$ cat src/rtl/usrt_pkg.sv
// Shared definitions for the USRT transmit/receive control blocks.
// Latency: n/a (types and constants only).
// Backpressure: n/a.
package usrt_pkg;

  // Default maximum frame width and the two selectable frame lengths.
  localparam int DW_DEF    = 8;
  localparam int LEN_FULL  = DW_DEF;
  localparam int LEN_SHORT = 6;

  typedef enum logic [2:0] {
    IDLE  = 3'd0,
    LOAD  = 3'd1,
    ARM   = 3'd2,
    SHIFT = 3'd3,
    GAP   = 3'd4
  } state_e;

endpackage

$ cat src/rtl/usrt_clk_sync.sv
// Synchronizes the external serial bit clock into clk and emits a rising-edge tick.
// Latency: tick is high in the clk cycle SYNC_STAGES edges after the rise (acted on at edge SYNC_STAGES+1), +/-1 clk.
// Backpressure: none; one tick per usrt_clk rise, consumer must act or miss it.
// Ports: clk/rst (async active-high), async_in = raw usrt_clk, tick = one-clk pulse.
module usrt_clk_sync #(
  parameter int SYNC_STAGES = 2
) (
  input  logic clk,
  input  logic rst,
  input  logic async_in,
  output logic tick
);

  logic [SYNC_STAGES-1:0] sync_q, sync_d;
  logic                   edge_q, edge_d;

  always_comb begin
    sync_d = {sync_q[SYNC_STAGES-2:0], async_in};
    edge_d = sync_q[SYNC_STAGES-1];
  end

  always_ff @(posedge clk or posedge rst) begin
    if (rst) begin
      sync_q <= '0;
      edge_q <= 1'b0;
    end else begin
      sync_q <= sync_d;
      edge_q <= edge_d;
    end
  end

  // Rising edge of the synchronized clock: new level high, previous level low.
  assign tick = sync_q[SYNC_STAGES-1] & ~edge_q;

endmodule

$ cat src/rtl/usrt_tx_sched.sv
// Two-requester round-robin frame scheduler driving the USRT RTS/TXD pins, LSB first.
// Latency: gnt pulses 1 clk after req is seen in IDLE, RTS rises on the next clk, bits follow usrt_clk ticks.
// Backpressure: requesters hold req until gnt; new requests wait in IDLE while a frame or gap is in progress.
// Ports: clk, rst, usrt_clk, req[1:0], data0/data1[DW], len_sel -> gnt[1:0], busy, done, RTS, TXD.
module usrt_tx_sched
  import usrt_pkg::*;
#(
  parameter int DW          = LEN_FULL,
  parameter int GAP_TICKS   = 2,
  parameter int SYNC_STAGES = 2
) (
  input  logic          clk,
  input  logic          rst,
  input  logic          usrt_clk,
  input  logic [1:0]    req,
  input  logic [DW-1:0] data0,
  input  logic [DW-1:0] data1,
  input  logic          len_sel,
  output logic [1:0]    gnt,
  output logic          busy,
  output logic          done,
  output logic          RTS,
  output logic          TXD
);

  localparam int CW = $clog2(DW + 1);
  localparam int GW = (GAP_TICKS > 0) ? $clog2(GAP_TICKS + 1) : 1;

  logic tick;

  usrt_clk_sync #(.SYNC_STAGES(SYNC_STAGES)) u_sync (
    .clk      (clk),
    .rst      (rst),
    .async_in (usrt_clk),
    .tick     (tick)
  );

  state_e        state_q, state_d;
  logic          sel_q, sel_d;      // requester chosen in IDLE, served in LOAD
  logic          last_q, last_d;    // last requester granted
  logic [DW-1:0] sr_q, sr_d;        // shifts right; bit 0 is always the next bit out
  logic [CW-1:0] len_q, len_d;
  logic [CW-1:0] bit_q, bit_d;      // bits already placed on TXD this frame
  logic [GW-1:0] gap_q, gap_d;
  logic          rts_q, rts_d;
  logic          txd_q, txd_d;
  logic          done_q, done_d;

  always_comb begin
    state_d = state_q;
    sel_d   = sel_q;
    last_d  = last_q;
    sr_d    = sr_q;
    len_d   = len_q;
    bit_d   = bit_q;
    gap_d   = gap_q;
    rts_d   = rts_q;
    txd_d   = txd_q;
    done_d  = 1'b0;

    case (state_q)
      IDLE: begin
        if (req != 2'b00) begin
          // On a tie the requester that was not served last wins.
          sel_d   = (req == 2'b11) ? ~last_q : req[1];
          state_d = LOAD;
        end
      end
      LOAD: begin
        sr_d    = sel_q ? data1 : data0;
        len_d   = len_sel ? CW'(LEN_SHORT) : CW'(DW);
        last_d  = sel_q;
        rts_d   = 1'b1;
        state_d = ARM;
      end
      ARM: begin
        if (tick) begin
          txd_d   = sr_q[0];
          sr_d    = sr_q >> 1;
          bit_d   = CW'(1);
          state_d = SHIFT;
        end
      end
      SHIFT: begin
        if (tick) begin
          if (bit_q == len_q) begin
            txd_d   = 1'b1;
            rts_d   = 1'b0;
            done_d  = 1'b1;
            gap_d   = '0;
            state_d = GAP;
          end else begin
            txd_d = sr_q[0];
            sr_d  = sr_q >> 1;
            bit_d = bit_q + CW'(1);
          end
        end
      end
      GAP: begin
        if (GAP_TICKS == 0) begin
          state_d = IDLE;
        end else if (tick) begin
          gap_d = gap_q + GW'(1);
          if (gap_q + GW'(1) == GW'(GAP_TICKS)) begin
            state_d = IDLE;
          end
        end
      end
      default: state_d = IDLE;
    endcase
  end

  always_ff @(posedge clk or posedge rst) begin
    if (rst) begin
      state_q <= IDLE;
      sel_q   <= 1'b0;
      last_q  <= 1'b1;
      sr_q    <= '0;
      len_q   <= '0;
      bit_q   <= '0;
      gap_q   <= '0;
      rts_q   <= 1'b0;
      txd_q   <= 1'b1;
      done_q  <= 1'b0;
    end else begin
      state_q <= state_d;
      sel_q   <= sel_d;
      last_q  <= last_d;
      sr_q    <= sr_d;
      len_q   <= len_d;
      bit_q   <= bit_d;
      gap_q   <= gap_d;
      rts_q   <= rts_d;
      txd_q   <= txd_d;
      done_q  <= done_d;
    end
  end

  assign gnt  = (state_q == LOAD) ? (sel_q ? 2'b10 : 2'b01) : 2'b00;
  assign busy = (state_q != IDLE);
  assign done = done_q;
  assign RTS  = rts_q;
  assign TXD  = txd_q;

endmodule

$ cat config.mk
export PLATFORM = sky130hd
export DESIGN_NAME = usrt_tx_sched
export DESIGN_NICKNAME = d
export VERILOG_FILES = /design/src/rtl/usrt_pkg.sv /design/src/rtl/usrt_clk_sync.sv /design/src/rtl/usrt_tx_sched.sv
export SDC_FILE = /design/constraint.sdc
export NUM_CORES = 1
export LEC_CHECK = 0
export ABC_AREA = 1
export CORE_ASPECT_RATIO = 1.1
export CORE_MARGIN = 8
export CORE_UTILIZATION = 51
export CTS_BUF_LIST = sky130_fd_sc_hd__clkbuf_16
export DETAILED_ROUTE_END_ITERATION = 10
export PLACE_DENSITY_LB_ADDON = 0.08
export SLEW_MARGIN = 20
export SYNTH_ARGS = -nofsm -noshare
export SYNTH_HDL_FRONTEND = slang
export SYNTH_HIERARCHICAL = 1
export SYNTH_SLANG_ARGS = --single-unit
$ cat constraint.sdc
create_clock -name clk -period 1.5 [get_ports clk]
set_input_delay 0.15 -clock clk [delete_from_list [all_inputs] [get_ports clk]]
set_output_delay 0.15 -clock clk [all_outputs]
set_load 0.02 [all_outputs]
==> results.txt, run 1 <==
- Endpoint of the most critical register-to-register path: sr_q[0]
* Storage element area: 679 sq um
- Data required time of the critical path: 1.64 ns
- Max Clk Rate: 710 MHz
- The longest clock path from root to sink contains 2 buffers.
* I/O pin cnt: 28
- The die covers 4800 sq um.
- Number of antenna cells inserted: 0
* Average cell area after synthesis: ~7.9 sq um
- Shortest clock period the worst path allows after layout: between 1 and 1.5 ns
- Across the VDD grid, the largest voltage drop is 1.20 mV.
- Leaving out fill and tap cells, the most frequent cell in the layout is nand2_1.
* Routability cong.: 0.854
- Worst-path clk slew: roughly 0.070 ns
* DRC marker count from the first detailed-route iteration: 40
- Path type of the worst min-delay path: in -> async
* Top fanout value on the critical path: 16
- Number of standard-cell rows in the floorplan: 20
- Counting the buffers created by CTS gives 3.
- TritonCTS built the clock tree.
- Data arrives at the worst endpoint at 1.55 ns.
* Detailed placement HPWL: 2460 um
- Root Buffer Master: clkbuf_16
- Including well taps, the total number of placed cells is 248.
- Critical register-to-register path startpoint: state_q[2]
- Once detail routing completed, the nets flagged for antenna violations numbered 0.
* Final count of negative-setup-slack endpoints: 0
* Result of the run: completed
- Dividing the final minimum period by the clock period gives 93.9%.
- Distinct cell type count of the synthesized netlist: 28
- For this run the aggregate overflow at the end of global routing stands at 0.
- Area overhead of the layout relative to synthesis: 30.5%
- Wire length of the first global-routing pass: 5700 um
- CTS built an H-tree with a depth of 1.
- Number of hold-slack violations in the final timing report: 0
* Latest clock arrival within the worst-skew pair: 0.26 ns
- DRC violations left: 0
- Global routing used 14.8% of the available tracks across all layers.
- After synthesis, the largest area contributor takes up 43.2% of total cell area.
- Once layout is done, the placed cells without fillers occupy 1890 sq um.
* Max Cap Violations: 0
* Number of global-route vias before repair: roughly 1,300
- The max-slew violation count was 0.
- The worst setup path is captured at a register.
- The top cell types in the final layout, fill and taps aside, are 43 x nand2_1, 24 x dfrtp_1, 23 x clkdlybuf4s50_1.
- Leakage power of the design: 0.925 nW
* Final std cells w/o fill: 252
- After detailed routing, the number of vias per cell comes to 5.06.
* Quantity of I/O buffers inserted on ports: 27
- Post-detailed-route wirelength per cell: 13.1 um
* Sequential-to-total area share from yosys stat: 46.8%
- Dominant cell type by area after synthesis: dfrtp_1
- Cells fill 69.3% of the core in the end.
* Area of placed instances: 1800 sq um
* Area of the mapped netlist: 1450 sq um
- The critical path in this run is classified as reg -> reg.
* Cells taking the most area after synthesis: dfrtp_1 43%, nand2_1 12%, nor2_1 5.7%, inv_1 4.9%, a21oi_1 3.8%
- When the netlist entered floorplanning its net count stood at 207.
- STA classifies the critical path startpoint as a register.
- YS warnings: 6
- The final layout contains routed wiring with a total length of ~3300 um.
- Horizontal die dimension: 66.8 um
- Routed vias: 1,275
- For this configuration, the core starts out at a cell density of 53.1%.
- Summing all multi-input logic gate instances after layout gives 672 sq um.
- The floorplan step set the die height to a little over 70 um.
- The number of setup buffers added after CTS is 0.
- Setup repair after global routing could not meet its margin everywhere.
- Entering global routing, the biggest net connects 25 pins.
* Post-route clock skew: between 0.005 and 0.006 ns
- In the final design database the tool counted 244 nets.
- Number of antenna violations at the first check in global routing: 0
- For the pin with the worst max-slew slack, the measured transition is 0.309 ns.
- Power density of the placed cells: 1820 nW/um^2
- Ratio of cells with drive above 1 in the final layout: about 17%
* Length in cells of the worst reg-to-reg path: 9
- Count of hold buffers inserted by post-cts repair: 0
- The total area inside the core boundary comes to 2730 sq um.
* Post-synthesis cell count: 183
* Slew headroom: just under 80%
- Fill cells in the final layout number 222.
- Register-to-register setup slack: 0.09 ns
- Detailed-routing iteration count for the pre-antenna-repair pass: 4
* Clock net sink count: 27
* Post-synthesis sequential element count: 27
[worst max-delay path, stage by stage (launching register included)]
cell and delay (ns):
dfrtp_1 0.39, buf_4 0.15, nor2_4 0.14, inv_4 0.07, nor2_4 0.11, inv_2 0.05, nand2_2 0.10, nand2_8 0.10
nand2_1 0.09, o21ai_1 0.07
[sequential cells by signal, summed over array words and instances (netlist names)]
register	cells
RTS	1
TXD	1
bit_q	4
done	1
gap_q	2
last_q	1
len_q	2
sel_q	1
sr_q	8
state_q	3
u_sync/edge_q	1
u_sync/sync_q	2
[report_power, final]
group,internal (mW),switching [mW]
Combinational,0.644,1.03
Sequential,0.988,0.173
Clock,0.362,0.247
Total,1.99,1.45
[stage by stage]
step | total power, mW | hold slack, ns | worst slack [ns] | TNS (ns)
3_3_place_gp | 2.78 | 0.342 | 0.0942 | 0
3_5_place_dp | 2.83 | 0.348 | 0.0549 | 0
2_1_floorplan | 2.34 | -0.0964 | 0.160 | 0
5_1_grt | 3.72 | 0.0906 | -0.0194 | -0.0316
6_report | 3.44 | 0.0674 | 0.0918 | 0
4_1_cts | 3.42 | 0.0744 | 0.0387 | 0
[cells in the mapped netlist, drive strengths merged]
cell / instances
a21oi: 11
a2bb2oi: 1
buf: 3
clkbuf: 1
dfrtp: 25
dfstp: 2
ha: 2
inv: 23
nand2: 49
nand3: 8
nand4: 4
nor2: 27
nor3: 6
o21a: 1
o21ai: 18
or2: 1
xor2: 1
[how the worst max path moves through the flow]
| stage | start | end | slack, ns | depth (start not counted) |
|---|---|---|---|---|
| global route | bit_q[0] | gap_q[0] | -0.02 | 8 |
| CTS | state_q[0] | gnt[0] | 0.04 | 5 |
| finish | state_q[2] | sr_q[0] | 0.09 | 9 |
| detailed placement | state_q[0] | gnt[0] | 0.05 | 5 |
| global placement | state_q[2] | gnt[0] | 0.09 | 4 |
| floorplan | state_q[2] | sr_q[0] | 0.16 | 9 |
[cell families after synthesis]
group,count (synthesis),synth area share [%]
fa+ha+maj,2,1.73
compound gates,31,11.7
simple gates,95,31.3
xor+xnor,1,0.605
flops,27,46.8
buf+inv,27,7.87
[cell type report]
type / instances / share of cell area [%]
sequential: 27 / 36.0
multi-input combinational: 129 / 35.6
timing repair buffer: 36 / 17.2
inverter: 23 / 4.70
clock buffer: 3 / 3.97
tap: 33 / 2.19
clock inverter: 1 / 0.397
[layer usage]
layer	track usage, %	vias up	routed length (um)
met5	0	-	0
met4	4.75	0	61
met3	4.06	6	172
met2	26.3	24	1650
met1	16.4	587	1410
li1	-	658	-
[what timing repair did]
action                                  4_1_cts  5_1_grt
gates resized for setup                       4        9
endpoints found under the setup margin        4       11
gates cloned                                  0        0
No activity file was read; power rests on OpenSTA's default activity.
==> inputs of run 2 (changes only) <==
Settings changed: MAX_ROUTING_LAYER set to met4.
==> results.txt, run 2 (synthesis gave the netlist of run 1 again) <==
- Result of the run: completed
- TritonCTS clock tree: built
- Post-detailed-route wirelength per cell: 13.1 um
- For this run, the post-layout net count is roughly 240.
- Power density of the placed cells: 1820 nW/um^2
- The max-slew violation count is 0.
- Final period util: 93.9%
* Worst setup EP type: register
- Leading cell type in the layout, fill and taps excluded: nand2_1
- Antenna violation net count after detailed routing: 0
* Number of flip-flops in the largest register: 8
* Detailed placement HPWL: 2460 um
- Final wirelength: about 3300 um
- Length in cells of the worst reg-to-reg path: 9
* Ratio of cells with drive above 1 in the final layout: between 10% and 20%
- Number of global-route vias before repair: 1,304
* Post-route clock skew: 0.00568 ns
* Number of antenna cells inserted: 0
- Leakage power of the design: 0.925 nW
- DRC marker count from the first detailed-route iteration: 40
- The worst register-to-register path begins at state_q[2].
- Internal power comes to 1.99 mW.
- CP Buf/Inv Count: 3
- Across all register-to-register paths, the minimum setup slack is 0.09 ns.
- More flip-flops sit in one register than any other, and that register is sr_q.
- Count of hold buffers inserted by post-cts repair: 0
- The core region is between 2000 and 3000 sq um.
- Signal arrival time at the worst endpoint: 1.55 ns
- In this run, the clock network consumes 17.7% of the power.
* Met3 GRT Util: 3.90%
- The routed design could run at a clock period as short as 1.41 ns.
- Worst-path clk slew: roughly 0.07 ns
* Full die area: 4800 sq um
- Number of antenna violations at the first check in global routing: 0
- Using the TritonRoute via totals, the vias-per-cell ratio works out to 5.05.
- In the layout the commonest cells are 43 x nand2_1, 24 x dfrtp_1, 23 x clkdlybuf4s50_1.
* Die Span Y: 71.9 um
- Pin placement for this block handled 28 I/O pins.
- met2 is the most crowded layer.
- Max H-tree Level: 1
- Routability cong.: 0.867
* Number of standard-cell rows in the floorplan: 20
* Sort of element at the start of the critical path: register
- The first global-routing pass estimated between 5000 and 6000 um of wire.
* Routed vias: ~1,300
* Worst slack after detailed placement: around 0.055 ns
- Pin count of the biggest net entering global routing: 25
- Sequential cells burn around a third of the power.
- Critical-path cell with the highest stage delay: dfrtp_1
- The hold violation total from the final report is 0.
* Crit-path leading delay family: simple AND/OR/NAND/NOR gates
* Horizontal die dimension: 66.8 um
* Number of inserted filler cells in the final layout: 222
* Sw frac: 42.1%
- Buffers inserted during clock tree synthesis total 3.
- Max Clk Rate: 710 MHz
- RSZ-0062 raised after global routing: yes
* Effective utilization at floorplan: 53.1%
- For met2 alone, demand over resource in global routing was a little over a quarter.
- Clock net sink count: 27
- IR analysis of the VDD net gives a maximum drop of 1.20 mV.
- For this run, the total global-route usage over all layers was measured as between 10% and 20%.
- Before antenna repair, the detailed router went through 4 iterations.
- The endpoint identified for the worst register-to-register timing path is sr_q[0].
- List of cells traversed by the critical path: buf_4 > nor2_4 > inv_4 > nor2_4 > inv_2 > nand2_2 > nand2_8 > nand2_1 > o21ai_1
- Quantity of I/O buffers inserted on ports: 27
- Crit path kind: reg -> reg
- Area overhead of the layout relative to synthesis: 30.5%
- For met1 alone, demand over resource in global routing was 16.5%.
* Final WS setup: ~0.09 ns
- The clock passes through at most 2 buffers.
- GRT Residual Overflow: 0
* Beginning of the critical path: state_q[2]
- Root Buffer Master: clkbuf_16
- Proportion of power drawn by combinational gates: 48.6%
- Termination of the worst setup path: sr_q[0]
- Measured against its own limit, the worst slew margin works out to 79.4%.
- In this run the number of cells on the critical path is 9.
- Data required time of the critical path: 1.64 ns
* Worst hold slack: 0.0675 ns
- On the worst path, the slowest cell contributes a delay of 0.39 ns.
- Once the clock tree was built, the setup fixing pass inserted 0 buffers.
* Psw: 1.45 mW
* Path type of the worst min-delay path: in -> async
* Latest clock arrival within the worst-skew pair: 0.26 ns
* Most common cell type on the critical path: nor2_4
- DRC violations left: 0
- Final count of negative-setup-slack endpoints: 0
* Worst slew pin tran: 0.308 ns
* Max Cap Violations: 0
* Top fanout value on the critical path: 16
- Registers with the most flip-flops: sr_q x8, bit_q x4, state_q x3
## run 2: cell counts in the layout (fill, tap and decap cells not counted)
Identical to the previous run, type by type.
## run 2: cell type report
class / instances / area (sq um) / area share, %
tap: 33 / 41.3 / 2.19
inverter: 23 / 88.8 / 4.70
multi-input combinational: 129 / 672 / 35.6
clock buffer: 3 / 75.1 / 3.97
timing repair buffer: 36 / 325 / 17.2
clock inverter: 1 / 7.51 / 0.397
sequential: 27 / 679 / 36.0
## run 2: worst min path at each step
stage                      from                to  cells past startpoint
2_1_floorplan               rst     u_sync/edge_q                      1
3_3_place_gp   u_sync/sync_q[0]  u_sync/sync_q[1]                      0
3_5_place_dp   u_sync/sync_q[0]  u_sync/sync_q[1]                      0
4_1_cts                     rst     u_sync/edge_q                      2
5_1_grt                     rst  u_sync/sync_q[1]                      2
6_report                    rst  u_sync/sync_q[0]                      2
## run 2: what timing repair did
item                                    CTS  global route
gates cloned                              0             0
resized for setup                         4             9
endpoints found under the setup margin    4            11
## run 2: worst register-to-register path: stages, from the launching register on
cell	delay (ns)
dfrtp_1	0.39
buf_4	0.15
nor2_4	0.14
inv_4	0.07
nor2_4	0.11
inv_2	0.05
nand2_2	0.10
nand2_8	0.11
nand2_1	0.09
o21ai_1	0.07
## run 2: power by group through the flow
stage / registers [mW] / logic [mW] / clock network [mW]
2_1_floorplan: 1.15 / 1.19 / 0
3_3_place_gp: 1.15 / 1.63 / 0
3_5_place_dp: 1.17 / 1.66 / 0
4_1_cts: 1.16 / 1.65 / 0.620
5_1_grt: 1.19 / 1.88 / 0.652
6_report: 1.16 / 1.68 / 0.609
## run 2: stage by stage
stage	power (mW)	cells	TNS [ns]	instance area [sq um]	utilization (%)
2_1_floorplan	2.34	183	0	1450	-
5_1_grt	3.72	252	-0.0316	1890	69.3
6_report	3.44	252	0	1890	69.3
3_3_place_gp	2.78	248	0	1800	66.1
3_5_place_dp	2.83	248	0	1800	66.1
4_1_cts	3.42	252	0	1880	68.9
## run 2: routing by layer
metal | routed length (um) | vias up
met5 | 0 | -
met4 | 61 | 0
met3 | 165 | 6
met2 | 1650 | 24
met1 | 1420 | 584
li1 | - | 658
==> inputs of run 3 (changes only) <==
Settings changed: CTS_BUF_LIST sky130_fd_sc_hd__clkbuf_16 to unset.
==> results.txt, run 3 (synthesis gave the netlist of run 1 again) <==
- Internal power comes to 1.78 mW.
- The total area inside the core boundary comes to ~2700 sq um.
- Area overhead of the layout relative to synthesis: 29.0%
* Final wirelength: 3170 um
- The max-slew violation count was 0.
- Effective utilization at floorplan: a little over half
- Combinational logic burns between 50% and 60% of the power.
- Full die area: 4800 sq um
* Horizontal die dimension: 66.8 um
- In this run the number of cells on the critical path is 1.
* Leakage power of the design: 0.919 nW
- After detailed routing, the number of vias per cell comes to between 4 and 5.
- Sum of internal, switching and leakage power: 3.20 mW
- Routability cong.: 0.867
* Register share of total power: a little over a third
- After filler insertion, the fill cell instance count of the layout stands at about 230.
- The tightest min-delay check is of the in -> reg type.
- Adding up every negative setup slack in the final design gives 0 ns.
* Slowest Stage Delay on Critical Path: 0.59 ns
- Detailed placement HPWL: 2460 um
* Final design utilization: 68.4%
- On the final layout, the worst clock skew is 0.00896 ns.
- Counting flops per register, the top entry is sr_q.
- Summed over all nets, the switching power comes to 1.42 mW.
* Buffer depth of the longest clock path: 2
- After detailed routing, the average wire length per cell comes to 12.4 um.
* Quantity of I/O buffers inserted on ports: 27
- Ratio of cells with drive above 1 in the final layout: 18.4%
* Cts bufs inserted: 3
- Including well taps, the total number of placed cells is 248.
* Length in cells of the worst reg-to-reg path: 8
- After the first detailed-routing iteration, the DRC count stood at 49.
* Number of antenna violations at the first check in global routing: 0
- Of the total power, the clock network draws 10.1%.
- The worst setup path is captured at an output pin.
- The repair_antennas step left the layout with diodes totalling 0.
- Routed vias: ~1,300
- Termination of the worst setup path: done
- Worst slew pin tran: 0.307 ns
* Top library cells by usage in the layout, fill and taps aside: 43 x nand2_1, 24 x dfrtp_1, 22 x nor2_1, 22 x clkdlybuf4s50_1, 19 x inv_1
* Area of placed instances: 1800 sq um
- Entering global routing, the biggest net connects 25 pins.
* All-Layer GR Usage: 14.8%
- The first global-routing pass estimated 5510 um of wire.
* Sw frac: 44.3%
* Maximum ir drop on the vdd rail: between 1 and 1.5 mV
- Slew headroom: 79.5%
* Final period util: 95.2%
- Once detail routing completed, the nets flagged for antenna violations numbered 0.
- The count of cells in the finished layout, fillers not included, comes to 256.
- I/O pin cnt: 28
* Registers with the most flip-flops: sr_q x8, bit_q x4, state_q x3
* Crit-path leading delay family: buffers and inverters
* Worst slack after detailed placement: 0.0549 ns
* Final count of negative-setup-slack endpoints: 0
- Shortest clock period the worst path allows after layout: 1.43 ns
* Clock net sink count: 27
* Critical-path cell with the highest stage delay: clkdlybuf4s50_1
* Final Cell Area: between 1500 and 2000 sq um
- Signal arrival time at the worst endpoint: 1.28 ns
* Power density of the placed cells: 1710 nW/um^2
* CP Buf/Inv Count: 1
- Endpoint of the most critical register-to-register path: sr_q[2]
* Leading cell type in the layout, fill and taps excluded: nand2_1
* Final WS setup: between 0.07 and 0.08 ns
- At the end of the flow, the number of nets in the layout was 248.
- The hold violation total from the final report came to 0.
- After global routing the overflow that remains totals 0.
- By startpoint and endpoint, the worst setup path is classified as reg -> out.
* Register-to-register setup slack: 0.14 ns
* Result of the run: completed
- Detailed-routing iteration count for the pre-antenna-repair pass: 4
- The via count of the first global-routing pass came to 1,280.
* Beginning of the critical path: done
- Across all hold checks on the routed design, the worst slack comes to roughly 0.24 ns.
- In this run the core area contains 20 standard-cell rows.
- In this run the worst path has a maximum fanout of 1.
- DRC violations left: 0
- From bottom edge to top edge, the die measures 71.9 um.
* Latest clock arrival within the worst-skew pair: 0.33 ns
- The cell sitting at the root of the clock tree is a clkbuf_4.
* Max Cap Violations: 0
- Number of flip-flops in the largest register: 8
* Data required time of the critical path: 1.35 ns
* TritonCTS clock tree: built
* Max Clk Rate: 700 MHz
* Worst-path clk slew: 0.15 ns
- Traced cell by cell, the critical path runs through clkdlybuf4s50_1.
* Critical register-to-register path startpoint: state_q[2]
* Sort of element at the start of the critical path: register
- Max H-tree Level: 1
-- run 3: power groups by stage --
| stage | logic (mW) | registers (mW) | clock network (mW) |
|---|---|---|---|
| 4_1_cts | 1.64 | 1.15 | 0.339 |
| 5_1_grt | 1.94 | 1.18 | 0.364 |
| 2_1_floorplan | 1.19 | 1.15 | 0 |
| 3_5_place_dp | 1.66 | 1.17 | 0 |
| 3_3_place_gp | 1.63 | 1.15 | 0 |
| 6_report | 1.72 | 1.15 | 0.325 |
-- run 3: worst min-delay path by stage --
stage                     startpoint                to  slack (ns)  depth (start not counted)
global route                usrt_clk  u_sync/sync_q[0]        0.21                          1
global placement    u_sync/sync_q[0]  u_sync/sync_q[1]        0.34                          0
detailed placement  u_sync/sync_q[0]  u_sync/sync_q[1]        0.35                          0
floorplan                        rst     u_sync/edge_q        -0.1                          1
CTS                         usrt_clk  u_sync/sync_q[0]        0.22                          1
finish                      usrt_clk  u_sync/sync_q[0]        0.24                          1
-- run 3: what timing repair did --
action | 4_1_cts | 5_1_grt
buffers inserted | 0 | 3
gates resized for setup | 11 | 8
setup endpoints to repair | 5 | 17
endpoints found under the hold margin | 3 | 0
pin swaps | 0 | 3
hold buffers | 1 | 0
cloned | 0 | 0
-- run 3: layout make-up --
type / instances / area [sq um] / share of cell area (%)
clock buffer: 3 / 22.5 / 1.21
inverter: 23 / 88.8 / 4.76
sequential: 27 / 679 / 36.4
tap: 33 / 41.3 / 2.21
timing repair buffer: 40 / 355 / 19.0
multi-input combinational: 129 / 672 / 36.0
clock inverter: 1 / 7.51 / 0.402
-- run 3: layer usage --
layer  wire length (um)  up-vias  part of all wire, %  GRT usage (%)
met1               1370      577                   43           16.3
met2               1570       20                   50           24.8
met3                165        7                  5.2           3.43
li1                   -      663                    -              -
met5                  0        -                    0              -
met4                 59        0                  1.9           5.70
==> patch 1 (config.mk and constraints of run 1) <==
Change the package constant `LEN_SHORT` from 6 to 3.
--- a/src/rtl/usrt_pkg.sv
+++ b/src/rtl/usrt_pkg.sv
@@ -6,7 +6,7 @@
   // Default maximum frame width and the two selectable frame lengths.
   localparam int DW_DEF    = 8;
   localparam int LEN_FULL  = DW_DEF;
-  localparam int LEN_SHORT = 6;
+  localparam int LEN_SHORT = 3;
 
   typedef enum logic [2:0] {
     IDLE  = 3'd0,
Formal check against the unedited RTL: not equivalent (a bounded check fails within 10 cycles, from zero or initial values and one cycle with rst high).
==> patch 1 against run 1 <==
  * Worst setup slack got worse by 0.015 ns
  * Synthesized area fell by 1.4%
  * Core utilization decreased by 2.0 points
  * Power is 4.5% lower
  * Cell area fell by 2.8%
  * Sequential cell count did not move
  * Routed wire length decreased by 8.3%
  * Largest power group unchanged
==> patch 1: results <==
set metrics [dict create \
    clockBufferDepth 2 \
    arrival_ns 1.27 \
    first_iter_violations 59 \
    cts_htree_levels 1 \
    grtUsageMet2_pct 23.95 \
    p_int_uw 1953 \
    placed_area_mm2 0.001762 \
    ys_top_cells_by_count "44 x nand2_1, 25 x dfrtp_1, 22 x nor2_1" \
    met2_length_mm 1.415 \
    place_inst 244 \
    synth_async_sr_flop_share_pct 100.0 \
    dpl.hpwl_mm 2.268 \
    clock_latency_ns 0.26 \
    final_util_pct 67.29 \
    gp_congestion 0.8210 \
    synthesis.nets 205 \
    use_met1_pct 15.65 \
    largestRegisters "sr_q (8), bit_q (4), state_q (3)" \
    fillerInstances 219 \
    layout-drive-gt1-share_pct 15.35 \
    worst-r2r-cell-count 7 \
    finClkSkew_ns 0.004240 \
    met3_length_um 223 \
    tightest_slew_ns 0.3008 \
    hp-class "in2async" \
    peakVddDrop_uv 1168 \
    post-cts-setup-buffers 0 \
    p_leak_uw 0.0009019 \
    numCtsBuffers 3 \
    dr_total_vias 1245 \
    grt_util_met3_pct 4.212 \
    grt_pass1_vias 1292 \
    pre_cts_slack_ns 0.05326 \
    top_layer_used "met4" \
    yosysSeqAreaShare_pct 47.50 \
    grt_pass1_wl_mm 5.444 \
    ys_types 25 \
    routed_wl_mm 3.021 \
    synth.area.top_cells "dfrtp_1 44%, nand2_1 12%, nor2_1 5.8%, inv_1 4.2%, a21oi_1 3.9%" \
    crit_fanout 4 \
    avgSynthCellArea_um2 7.887 \
    drt_pass1_iterations 4 \
    hold_viol 0 \
    final_cells 248 \
    status "completed" \
    antenna_found_initial 0 \
    met1Wirelength_mm 1.332 \
    grt_use_total_pct 14.04 \
]
patch 1: critical path, cell delays in order (launching register included):
cell and delay (ns):
dfrtp_1 0.42, nor2_1 0.16, nand2_1 0.10, dlygate4sd2_1 0.33
patch 1: power groups by stage:
stage / clock (µW) / sequential (µW) / combinational, µW
detailed placement: 0 / 1160 / 1600
CTS: 603 / 1150 / 1580
finish: 586 / 1150 / 1550
global route: 623 / 1180 / 1780
global placement: 0 / 1150 / 1550
floorplan: 0 / 1160 / 1140
patch 1: repair_timing:
| item | in CTS | in global routing |
|---|---|---|
| endpoints found under the setup margin | 4 | 14 |
| resized for setup | 4 | 6 |
| hold endpoints to repair | 0 | 0 |
| hold buffers | 0 | 0 |
patch 1: kinds of logic (layout without fill, tap and decap cells):
kind of cell | after synthesis | after routing | share of synthesized area, %
flops | 27 | 27 | 47.50
fa+ha+maj | 2 | 2 | 1.753
xor+xnor | 2 | 2 | 1.227
buf+inv | 26 | 60 | 7.887
simple gates | 95 | 95 | 30.76
compound gates | 29 | 29 | 10.87
patch 1: area by class of cell:
type | count | share of cell area [%]
Inverter | 22 | 4.499
Clock inverter | 1 | 0.2045
Timing Repair Buffer | 34 | 16.91
Sequential cell | 27 | 36.95
Clock buffer | 3 | 4.090
Multi-Input combinational cell | 128 | 35.11
Tap cell | 33 | 2.249
patch 1: path summary, 6_finish.rpt:
check                              endpoint              from  slack (ns)
min in group clk           u_sync/sync_q[0]          usrt_clk        0.34
min reg2reg                u_sync/sync_q[1]  u_sync/sync_q[0]        0.36
min                        u_sync/sync_q[1]               rst        0.08
max reg2reg                        bit_q[1]          bit_q[0]        0.17
max in group asynchronous            last_q               rst        0.95
max                                    busy        state_q[2]        0.08
==> patch 2 (config.mk and constraints of run 1) <==
Without the edit above. The 5 states of `state_e` get a Gray code encoding in 3 bits.
--- a/src/rtl/usrt_pkg.sv
+++ b/src/rtl/usrt_pkg.sv
@@ -9,11 +9,11 @@
   localparam int LEN_SHORT = 6;
 
   typedef enum logic [2:0] {
-    IDLE  = 3'd0,
-    LOAD  = 3'd1,
-    ARM   = 3'd2,
-    SHIFT = 3'd3,
-    GAP   = 3'd4
+    IDLE  = 3'b000,
+    LOAD  = 3'b001,
+    ARM   = 3'b011,
+    SHIFT = 3'b010,
+    GAP   = 3'b110
   } state_e;
 
 endpackage
Formal check against the unedited RTL: same outputs for any inputs over 10 cycles, from zero or initial values and one cycle with rst high; not proved beyond that.
==> patch 2 against run 1 <==
  * Worst setup slack got worse by 0.037 ns
  * Synthesized area rose by 2.6%
  * Sequential share of layout area fell by 2.6 points
  * Sequential cell count did not move
  * Critical path type unchanged
  * Routed wire length rose by 4.7%
  * Power rose by 5.4%
  * Hold slack improved by 0.0045 ns
  * Cell area rose by 7.5%
==> patch 2: results <==
set metrics [dict create \
    fillerInstances 212 \
    buffer_area_share_pct 19.90 \
    arrival_ns 1.65 \
    p_total_uw 3630 \
    netSwitchingFraction_pct 41.28 \
    met3_length_um 103 \
    critical_path.max_stage_delay_ns 0.42 \
    grt_use_total_pct 15.54 \
    status "completed" \
    slew_headroom_pct 79.18 \
    seqCellArea_um2 678.2 \
    multi_input_area_share_pct 35.61 \
    startpoint "state_q[0]" \
    met1Wirelength_mm 1.375 \
    crit_fanout 7 \
    yosysSeqAreaShare_pct 45.66 \
    syn_inst 195 \
    grtUsageMet2_pct 28.62 \
    first_iter_violations 68 \
    signal_buffers 46 \
    finClkSkew_ns 0.005653 \
    routed_wl_mm 3.451 \
    synthesis.nets 219 \
    synth.area.top_cells "dfrtp_1 42%, nand2_1 18%, nor2_1 5.1%, inv_1 4.5%, dfstp_2 3.5%" \
    grt_util_met3_pct 3.687 \
    fin_nets 268 \
    pwr-share-clk_pct 16.9 \
    dpl.hpwl_mm 2.670 \
    use_met1_pct 15.89 \
    final_cells 276 \
    grt_pass1_vias 1483 \
    fin_ws_ns 0.05474 \
    nMultiInputCombCells 139 \
    peakVddDrop_uv 1074 \
    layout-drive-gt1-share_pct 22.63 \
]
-- patch 2: changes by cell type in the layout (fill, tap and decap cells not counted), moves of 4 or more --
cell / before / now
a21oi_1: 11 / 2
a31oi_1: 0 / 7
buf_4: 9 / 17
inv_2: 3 / 7
nand2_1: 43 / 71
nand2_4: 0 / 4
nor3_1: 6 / 0
o21ai_0: 10 / 3
o21ai_1: 6 / 2
-- patch 2: worst max-delay path, delay by kind of cell, from the launching register on --
kind          cells  cell delay, ns
simple gates      6            0.64
flops             1            0.42
buf+inv           3            0.33
-- patch 2: kinds of logic (layout without fill, tap and decap cells) --
kind of cell / count (synthesis) / after routing / synth area share [%]
fa+ha+maj: 2 / 2 / 1.685
simple gates: 116 / 116 / 34.96
buf+inv: 29 / 77 / 7.835
compound gates: 19 / 19 / 8.678
flops: 27 / 27 / 45.66
xor+xnor: 2 / 2 / 1.180
-- patch 2: timing repair --
action	CTS	global route
buffers inserted	3	3
setup endpoints to repair	5	15
pin swaps	1	2
resized for setup	8	13
cloned	0	0
